[config.mk]
export PLATFORM = sky130hd
export DESIGN_NAME = encoder_8_to_3_buf
export DESIGN_NICKNAME = d
export VERILOG_FILES = /design/src/rtl/encoder_8_to_3_buf.sv
export SDC_FILE = /design/constraint.sdc
export NUM_CORES = 1
export LEC_CHECK = 0
export ABC_AREA = 1
export CORE_MARGIN = 3
export CORE_UTILIZATION = 46
export DETAILED_ROUTE_END_ITERATION = 8
export MAX_ROUTING_LAYER = met4
export PLACE_DENSITY = 0.8
export REMOVE_ABC_BUFFERS = 1
export SKIP_LAST_GASP = 1
export SYNTH_ARGS = -nofsm -noshare
export SYNTH_HDL_FRONTEND = slang
export SYNTH_SLANG_ARGS = --single-unit
[constraint.sdc]
create_clock -name clk -period 3.7 [get_ports clk]
set_input_delay 0.74 -clock clk [delete_from_list [all_inputs] [get_ports clk]]
set_output_delay 0.74 -clock clk [all_outputs]
set_load 0.1 [all_outputs]
[src/rtl/encoder_8_to_3_buf.sv]
// encoder_8_to_3_buf
//   Captures active-low 8-bit request vectors, priority-encodes each one
//   (highest active index wins) and buffers the active-low 3-bit codes in a
//   small FIFO for a downstream consumer.
//
// Handshake: a transfer on either side happens at a rising clk edge where
// valid and ready are both 1. in_ready depends only on registered state and
// enable_n. out_valid/code_n/gs_n depend only on registered state. Neither
// ready depends on the opposite side's valid/ready in the same cycle.
//
// Ports
//   clk        rising-edge clock
//   rst_n      asynchronous active-low reset
//   enable_n   active-low enable; 1 = capture nothing (draining continues)
//   req_n[7:0] active-low request lines
//   in_valid   req_n presented for capture
//   in_ready   block can capture this cycle
//   code_n[2:0] active-low index of head entry (3'b111 when empty)
//   gs_n       active-low group select; 0 while a head entry is presented
//   out_valid  head entry available
//   out_ready  consumer accepts head entry
//   ovf        sticky: a non-empty capture attempt was lost to a full buffer
//
// Parameter
//   DEPTH      number of buffered entries (power of two, 2..8)
module encoder_8_to_3_buf #(
  parameter int DEPTH = 2
) (
  input  logic       clk,
  input  logic       rst_n,
  input  logic       enable_n,
  input  logic [7:0] req_n,
  input  logic       in_valid,
  output logic       in_ready,
  output logic [2:0] code_n,
  output logic       gs_n,
  output logic       out_valid,
  input  logic       out_ready,
  output logic       ovf
);

  localparam int PW = (DEPTH > 1) ? $clog2(DEPTH) : 1;
  localparam int CW = PW + 1;
  localparam logic [CW-1:0] FULL_CNT = CW'(DEPTH);

  logic [2:0]    mem [DEPTH];
  logic [PW-1:0] wr_ptr;
  logic [PW-1:0] rd_ptr;
  logic [CW-1:0] count;
  logic          run;
  logic          ovf_q;
  logic          full;
  logic          any_req;
  logic          push;
  logic          pop;
  logic [2:0]    enc_code_n;

  // Priority encoder: later (higher) indices overwrite earlier ones, so the
  // highest active request wins. Stored code is the inverted index.
  always_comb begin
    enc_code_n = 3'b111;
    for (int i = 0; i < 8; i++) begin
      if (!req_n[i]) enc_code_n = ~3'(i);
    end
  end

  assign full     = (count == FULL_CNT);
  assign any_req  = (req_n != 8'hFF);

  // run holds in_ready low during reset and for the first edge after
  // release, so in_ready never combinationally depends on rst_n.
  assign in_ready = run & ~enable_n & ~full;

  // An all-ones vector is a legal capture but produces no entry.
  assign push      = in_valid & in_ready & any_req;
  assign out_valid = (count != '0);
  assign pop       = out_valid & out_ready;

  assign code_n = out_valid ? mem[rd_ptr] : 3'b111;
  assign gs_n   = ~out_valid;
  assign ovf    = ovf_q;

  always_ff @(posedge clk or negedge rst_n) begin
    if (!rst_n) begin
      run    <= 1'b0;
      wr_ptr <= '0;
      rd_ptr <= '0;
      count  <= '0;
      ovf_q  <= 1'b0;
    end else begin
      run <= 1'b1;

      // DEPTH is a power of two, so natural pointer overflow is the wrap.
      if (push) wr_ptr <= wr_ptr + 1'b1;
      if (pop)  rd_ptr <= rd_ptr + 1'b1;

      case ({push, pop})
        2'b10:   count <= count + 1'b1;
        2'b01:   count <= count - 1'b1;
        default: count <= count;
      endcase

      // A lost attempt is judged on the pre-edge occupancy: a pop at the
      // same edge does not make room for this cycle's request.
      if (!enable_n && in_valid && full && any_req) ovf_q <= 1'b1;
    end
  end

  // Storage needs no reset: entries are only visible while count > 0.
  always_ff @(posedge clk) begin
    if (push) mem[wr_ptr] <= enc_code_n;
  end

endmodule

==> metrics.cfg, run 1 <==
[outcome]
outcome = completed

[synth]
syn-mean-instance-area_sq_um = 9.12
synth_ff_type = edfxtp_1
yosys-top-cells-area = edfxtp_1, dfrtp_1, nand2_1
synth-edff-count = 6
synth.top_cells.by_count = nand2_1, inv_1, dfrtp_1, edfxtp_1
synthesis.area_sq_um = 602
yosys.area.top_type_share_pct = 29.9
synth.most_common_cell = nand2_1
synth_cell_types = 19
yosys.area.top_type = edfxtp_1
ys_async_sr_fraction_pct = 50.0
ys_ff_latch = 12
synth_warnings = 0
synth_seq_area_share_pct = 54.9
syn_inst = 66

[global_route]
grt_max_degree = 8
grt-ovfl-total = 0
grt_pass1_wl_um = 1670
grt_pass1_vias = 420
groute.usage.overall_pct = 13.3
antenna_found_initial = 0

[worst_setup_path]
crit_chain = clkdlybuf4s50_1
cp_slowest_cell = clkdlybuf4s50_1
cp-start-kind = flop
crit_arrival_ns = 1.74
cp_top_family = buffers and inverters
critical_path_class = reg2out
end_kind = output pin
max_stage_delay_ns = 1.13
cp_max_fo = 2
critPathBufInv = 1
critPathRequiredTime_ns = 2.96

[place]
placed_cell_area_sq_um = 795
dpl.hpwl_um = 775
port_buffers = 19
dpl_worst_slack_ns = 1.24
place_congestion = 0.735

[job]
maxCapViolCount = 0

[drt]
first_pass_iters = 4
antenna_left = 0
drtIter0Drc = 9
drc = 0
via_per_inst = 4.50
vias = 464
wl_per_cell_um = 9.12
wirelength_um = 939

[clock_tree]
cts_buffers = 3
cts_buffer_depth = 2
clkTransAtPathRegs_ns = 0.07
postCtsSetupBuffers = 0
cts_hold_buf = 0
cts_resized = 0
clk_latency_ns = 0.27
cts_tree = built
cts_root_buf = clkbuf_4
clock-sinks = 12
cts.htree.levels = 1

[timing]
report.final.hold_viol_count = 0
slew_violations = 0
finalCriticalPeriod_ns = 2.48
rsz0062_at_grt = false
fin_ws_ns = 1.22
hold_slack_ns = 0.455
tightest_slew_ns = 0.964
slew_headroom_pct = 35.5
fmax_mhz = 403
fin_setup_tns_ns = 0
finalClockSkew_ns = 0.00359
setup_viol = 0
period_share_pct = 67.0

[die]
start_util_pct = 51.4
ios = 20
rows = 12
die_w_um = 42.2
coreArea_sq_um = 1170
die_y_um = 42.2
die_area_sq_um = 1780

[cells_and_area]
drive_gt1_share_pct = 18.0
final_nets = 104
design_area_sq_um = 821
nFillCells = 95
area_growth_pct = 36.4
diodes = 0

[hold_path]
min-delay-path-class = reg2reg

[pwr]
total_power_mw = 0.718
power_density_nw_per_um2 = 875
ir_drop_mv = 0.408
p_leak_nw = 0.393

[routing by layer]
layer / vias up / wire length [um] / GRT usage [%]
met2: 16 / 481 / 21.0
met1: 197 / 386 / 13.0
met4: 0 / 0 / 9.32
met3: 0 / 71 / 5.58
li1: 251 / - / -
met5: - / 0 / -
[logic make-up after synthesis]
logic type	share of synthesized area (%)
XOR/XNOR	4.37
other	0.623
buffers and inverters	6.86
flip-flops	54.9
AO/OA/AOI/OAI	4.37
adder cells (fa/ha/maj)	2.08
AND/OR/NAND/NOR	26.8
[area by class of cell]
class | count | area, sq um | share of cell area, %
inverters | 11 | 41.3 | 5.03
well taps | 14 | 17.5 | 2.13
flip-flops and latches | 12 | 330 | 40.2
repair buffers | 19 | 175 | 21.3
clock inverters | 1 | 3.75 | 0.457
multi-input cells | 43 | 230 | 28.0
clock buffers | 3 | 22.5 | 2.74
[sequential cells by signal (all words and copies together), names as in the netlist]
register / cells
mem: 6
count: 2
ovf: 1
rd_ptr: 1
run: 1
wr_ptr: 1
[cell usage in the layout (no fill, tap or decap), drive strengths merged]
| cell | count |
|---|---|
| a21boi | 1 |
| a21o | 1 |
| a21oi | 1 |
| a31oi | 1 |
| buf | 6 |
| clkbuf | 3 |
| clkdlybuf4s50 | 13 |
| clkinv | 1 |
| conb | 1 |
| dfrtp | 6 |
| edfxtp | 6 |
| ha | 1 |
| inv | 11 |
| nand2 | 23 |
| nand3 | 4 |
| nor2 | 5 |
| nor3 | 1 |
| or2 | 1 |
| xnor2 | 1 |
| xor2 | 2 |
[report_power, final]
part	internal (mW)	total, mW	switching [mW]
combinational	0.101	0.447	0.346
clock	0.0390	0.0789	0.0400
sequential	0.171	0.192	0.0213
[worst paths after layout]
path                                      startpoint              endpoint  slack (ns)  cells past startpoint
worst max-delay path                 ovf$_DFFE_PN0P_                   ovf        1.22                      1
worst min-delay path                 ovf$_DFFE_PN0P_       ovf$_DFFE_PN0P_        0.45                      1
worst max register to register  count[0]$_DFFE_PN0P_  count[1]$_DFFE_PN0P_        2.15                      9
worst min register to register       ovf$_DFFE_PN0P_       ovf$_DFFE_PN0P_        0.45                      1
max in group asynchronous                      rst_n       ovf$_DFFE_PN0P_        2.77                      1
min in group asynchronous                      rst_n  count[1]$_DFFE_PN0P_        0.71                      1
[stage by stage]
step           utilization (%)  std cells
3_3_place_gp              67.8         99
4_1_cts                   70.1        103
3_5_place_dp              67.8         99
6_report                  70.1        103
5_1_grt                   70.1        103
2_1_floorplan                -         66
No activity file was read; power rests on OpenSTA's default activity.
==> run 2, diff against run 1 <==
--- a/config.mk
+++ b/config.mk
@@ -7,10 +7,10 @@
 export LEC_CHECK = 0
 export ABC_AREA = 1
 export CORE_MARGIN = 3
-export CORE_UTILIZATION = 46
+export CORE_UTILIZATION = 43
 export DETAILED_ROUTE_END_ITERATION = 8
 export MAX_ROUTING_LAYER = met4
-export PLACE_DENSITY = 0.8
+export PLACE_DENSITY = 0.76
 export REMOVE_ABC_BUFFERS = 1
 export SKIP_LAST_GASP = 1
 export SYNTH_ARGS = -nofsm -noshare
==> constraint.sdc (replaced) <==
create_clock -name clk -period 2.5 [get_ports clk]
set_input_delay 0.5 -clock clk [delete_from_list [all_inputs] [get_ports clk]]
set_output_delay 0.5 -clock clk [all_outputs]
set_load 0.1 [all_outputs]
==> run 2 against run 1 <==
- setup slack got worse by 0.64 ns
- hold slack improved by 0.019 ns
- flip-flop and latch count did not move
- design area increased by 1.2%
- die area grew 6.0%
==> metrics.cfg, run 2 (synthesis results as in run 1) <==
[worst_setup_path]
crit_arrival_ns = 1.41
critical_path_class = in2out
cp-start-kind = input port
crit_chain = clkdlybuf4s50_1 > nor2_1 > nand2_2 > inv_1 > buf_12
critPathRequiredTime_ns = 2.00
critPathBufInv = 3
cp_slowest_cell = clkdlybuf4s50_1
end_kind = output pin
max_stage_delay_ns = 0.42
cp_top_family = buffers and inverters
cp_max_fo = 2

[global_route]
grt_pass1_vias = 402
grt_pass1_wl_um = 1450
antenna_found_initial = 0
groute.usage.overall_pct = 10.5
grt-ovfl-total = 0
grt_max_degree = 8

[cells_and_area]
drive_gt1_share_pct = 19.1
largest_register_ffs = 6
layout_common_cells = nand2_1, clkdlybuf4s50_1, inv_1
area_growth_pct = 38.0
largestRegisters = mem: 6 flops, count: 2 flops
final_nets = 104
diodes = 0
instances_no_fill = 103
regMostFlops = mem
mostFrequentLayoutCell = nand2_1

[drt]
wirelength_um = 913
drc = 0
via_per_inst = 4.53
vias = 467
wl_per_cell_um = 8.86
drtIter0Drc = 8
antenna_left = 0
first_pass_iters = 4

[clock_tree]
clkTransAtPathRegs_ns = 0.07
cts_tree = built
cts_resized = 0
cts_root_buf = clkbuf_4
cts_buffers = 3
cts_buffer_depth = 2
cts_hold_buf = 0
clock-sinks = 12
cts.htree.levels = 1
clk_latency_ns = 0.26
postCtsSetupBuffers = 0

[die]
die_w_um = 43.4
rows = 12
coreArea_sq_um = 1200
ios = 20
start_util_pct = 50.1
die_area_sq_um = 1880
die_y_um = 43.4

[place]
port_buffers = 19
place_congestion = 0.744
place_inst = 99
dpl.hpwl_um = 805

[timing]
setup_viol = 0
rsz0062_at_grt = false
period_share_pct = 76.6
fin_setup_tns_ns = 0
fmax_mhz = 522
finalClockSkew_ns = 0.00404
slew_violations = 0
finalCriticalPeriod_ns = 1.91
report.final.hold_viol_count = 0

[job]
maxCapViolCount = 0

[pwr]
power_density_nw_per_um2 = 1280
p_leak_nw = 0.396
clock_power_share_pct = 10.7
power_frac_seq_pct = 26.7
p_sw_share_pct = 56.2
power_frac_comb_pct = 62.6
p_int_mw = 0.467
ir_drop_mv = 0.543
switching_power_mw = 0.599

[outcome]
outcome = completed

[hold_path]
min-delay-path-class = in2async

-- run 2: changes by cell type in the layout (fill, tap and decap cells not counted), sizes merged --
cell           before  now
buf                 6    7
clkdlybuf4s50      13   12
-- run 2: worst paths after layout --
kind	startpoint	to	slack (ns)	cells past startpoint
max	enable_n	in_ready	0.59	5
min reg2reg	ovf$_DFFE_PN0P_	ovf$_DFFE_PN0P_	0.48	1
min in group clk	ovf$_DFFE_PN0P_	ovf$_DFFE_PN0P_	0.48	1
max reg2reg	count[0]$_DFFE_PN0P_	count[1]$_DFFE_PN0P_	0.95	8
min	rst_n	ovf$_DFFE_PN0P_	0.47	1
max in group asynchronous	rst_n	rd_ptr$_DFFE_PN0P_	1.81	1
-- run 2: area by class of cell --
type / count / area (sq um)
Clock buffer: 3 / 22.5
Tap cell: 14 / 17.5
Clock inverter: 1 / 3.75
Fill cell: 99 / 370
Inverter: 11 / 41.3
Sequential cell: 12 / 330
Timing Repair Buffer: 19 / 185
Multi-Input combinational cell: 43 / 230
-- run 2: layer usage --
metal  global-route usage (%)  up-vias  wire length, um
li1                         -      251                -
met1                     12.0      201              400
met2                     17.1       13              439
met3                     3.73        2               62
met4                     3.61        0               10
met5                        -        -                0
-- run 2: through the flow --
step / power (mW) / util, % / hold WS [ns] / instance area [sq um] / worst slack [ns]
after CTS: 1.08 / 69.2 / 0.479 / 831 / 0.583
after floorplan: 0.818 / - / 0.204 / 602 / -0.188
final: 1.07 / 69.2 / 0.474 / 831 / 0.586
after global placement: 0.951 / 67.0 / 0.449 / 805 / 0.426
after global routing: 1.12 / 69.2 / 0.483 / 831 / 0.542
after detailed placement: 0.959 / 67.0 / 0.463 / 805 / 0.409
-- run 2: power groups by stage --
stage / combinational, mW / sequential (mW) / clock (mW)
final: 0.667 / 0.284 / 0.114
after detailed placement: 0.671 / 0.288 / 0
after global placement: 0.665 / 0.286 / 0
after global routing: 0.703 / 0.288 / 0.128
after CTS: 0.673 / 0.283 / 0.119
after floorplan: 0.518 / 0.300 / 0
-- run 2: worst register-to-register path, stage by stage, from the launching register on --
cell and delay [ns]:
dfrtp_1 0.43, inv_2 0.08, nand2_1 0.12, nand2_1 0.13, inv_1 0.05, ha_1 0.30
a21oi_1 0.12, nand2_1 0.07, xor2_1 0.14
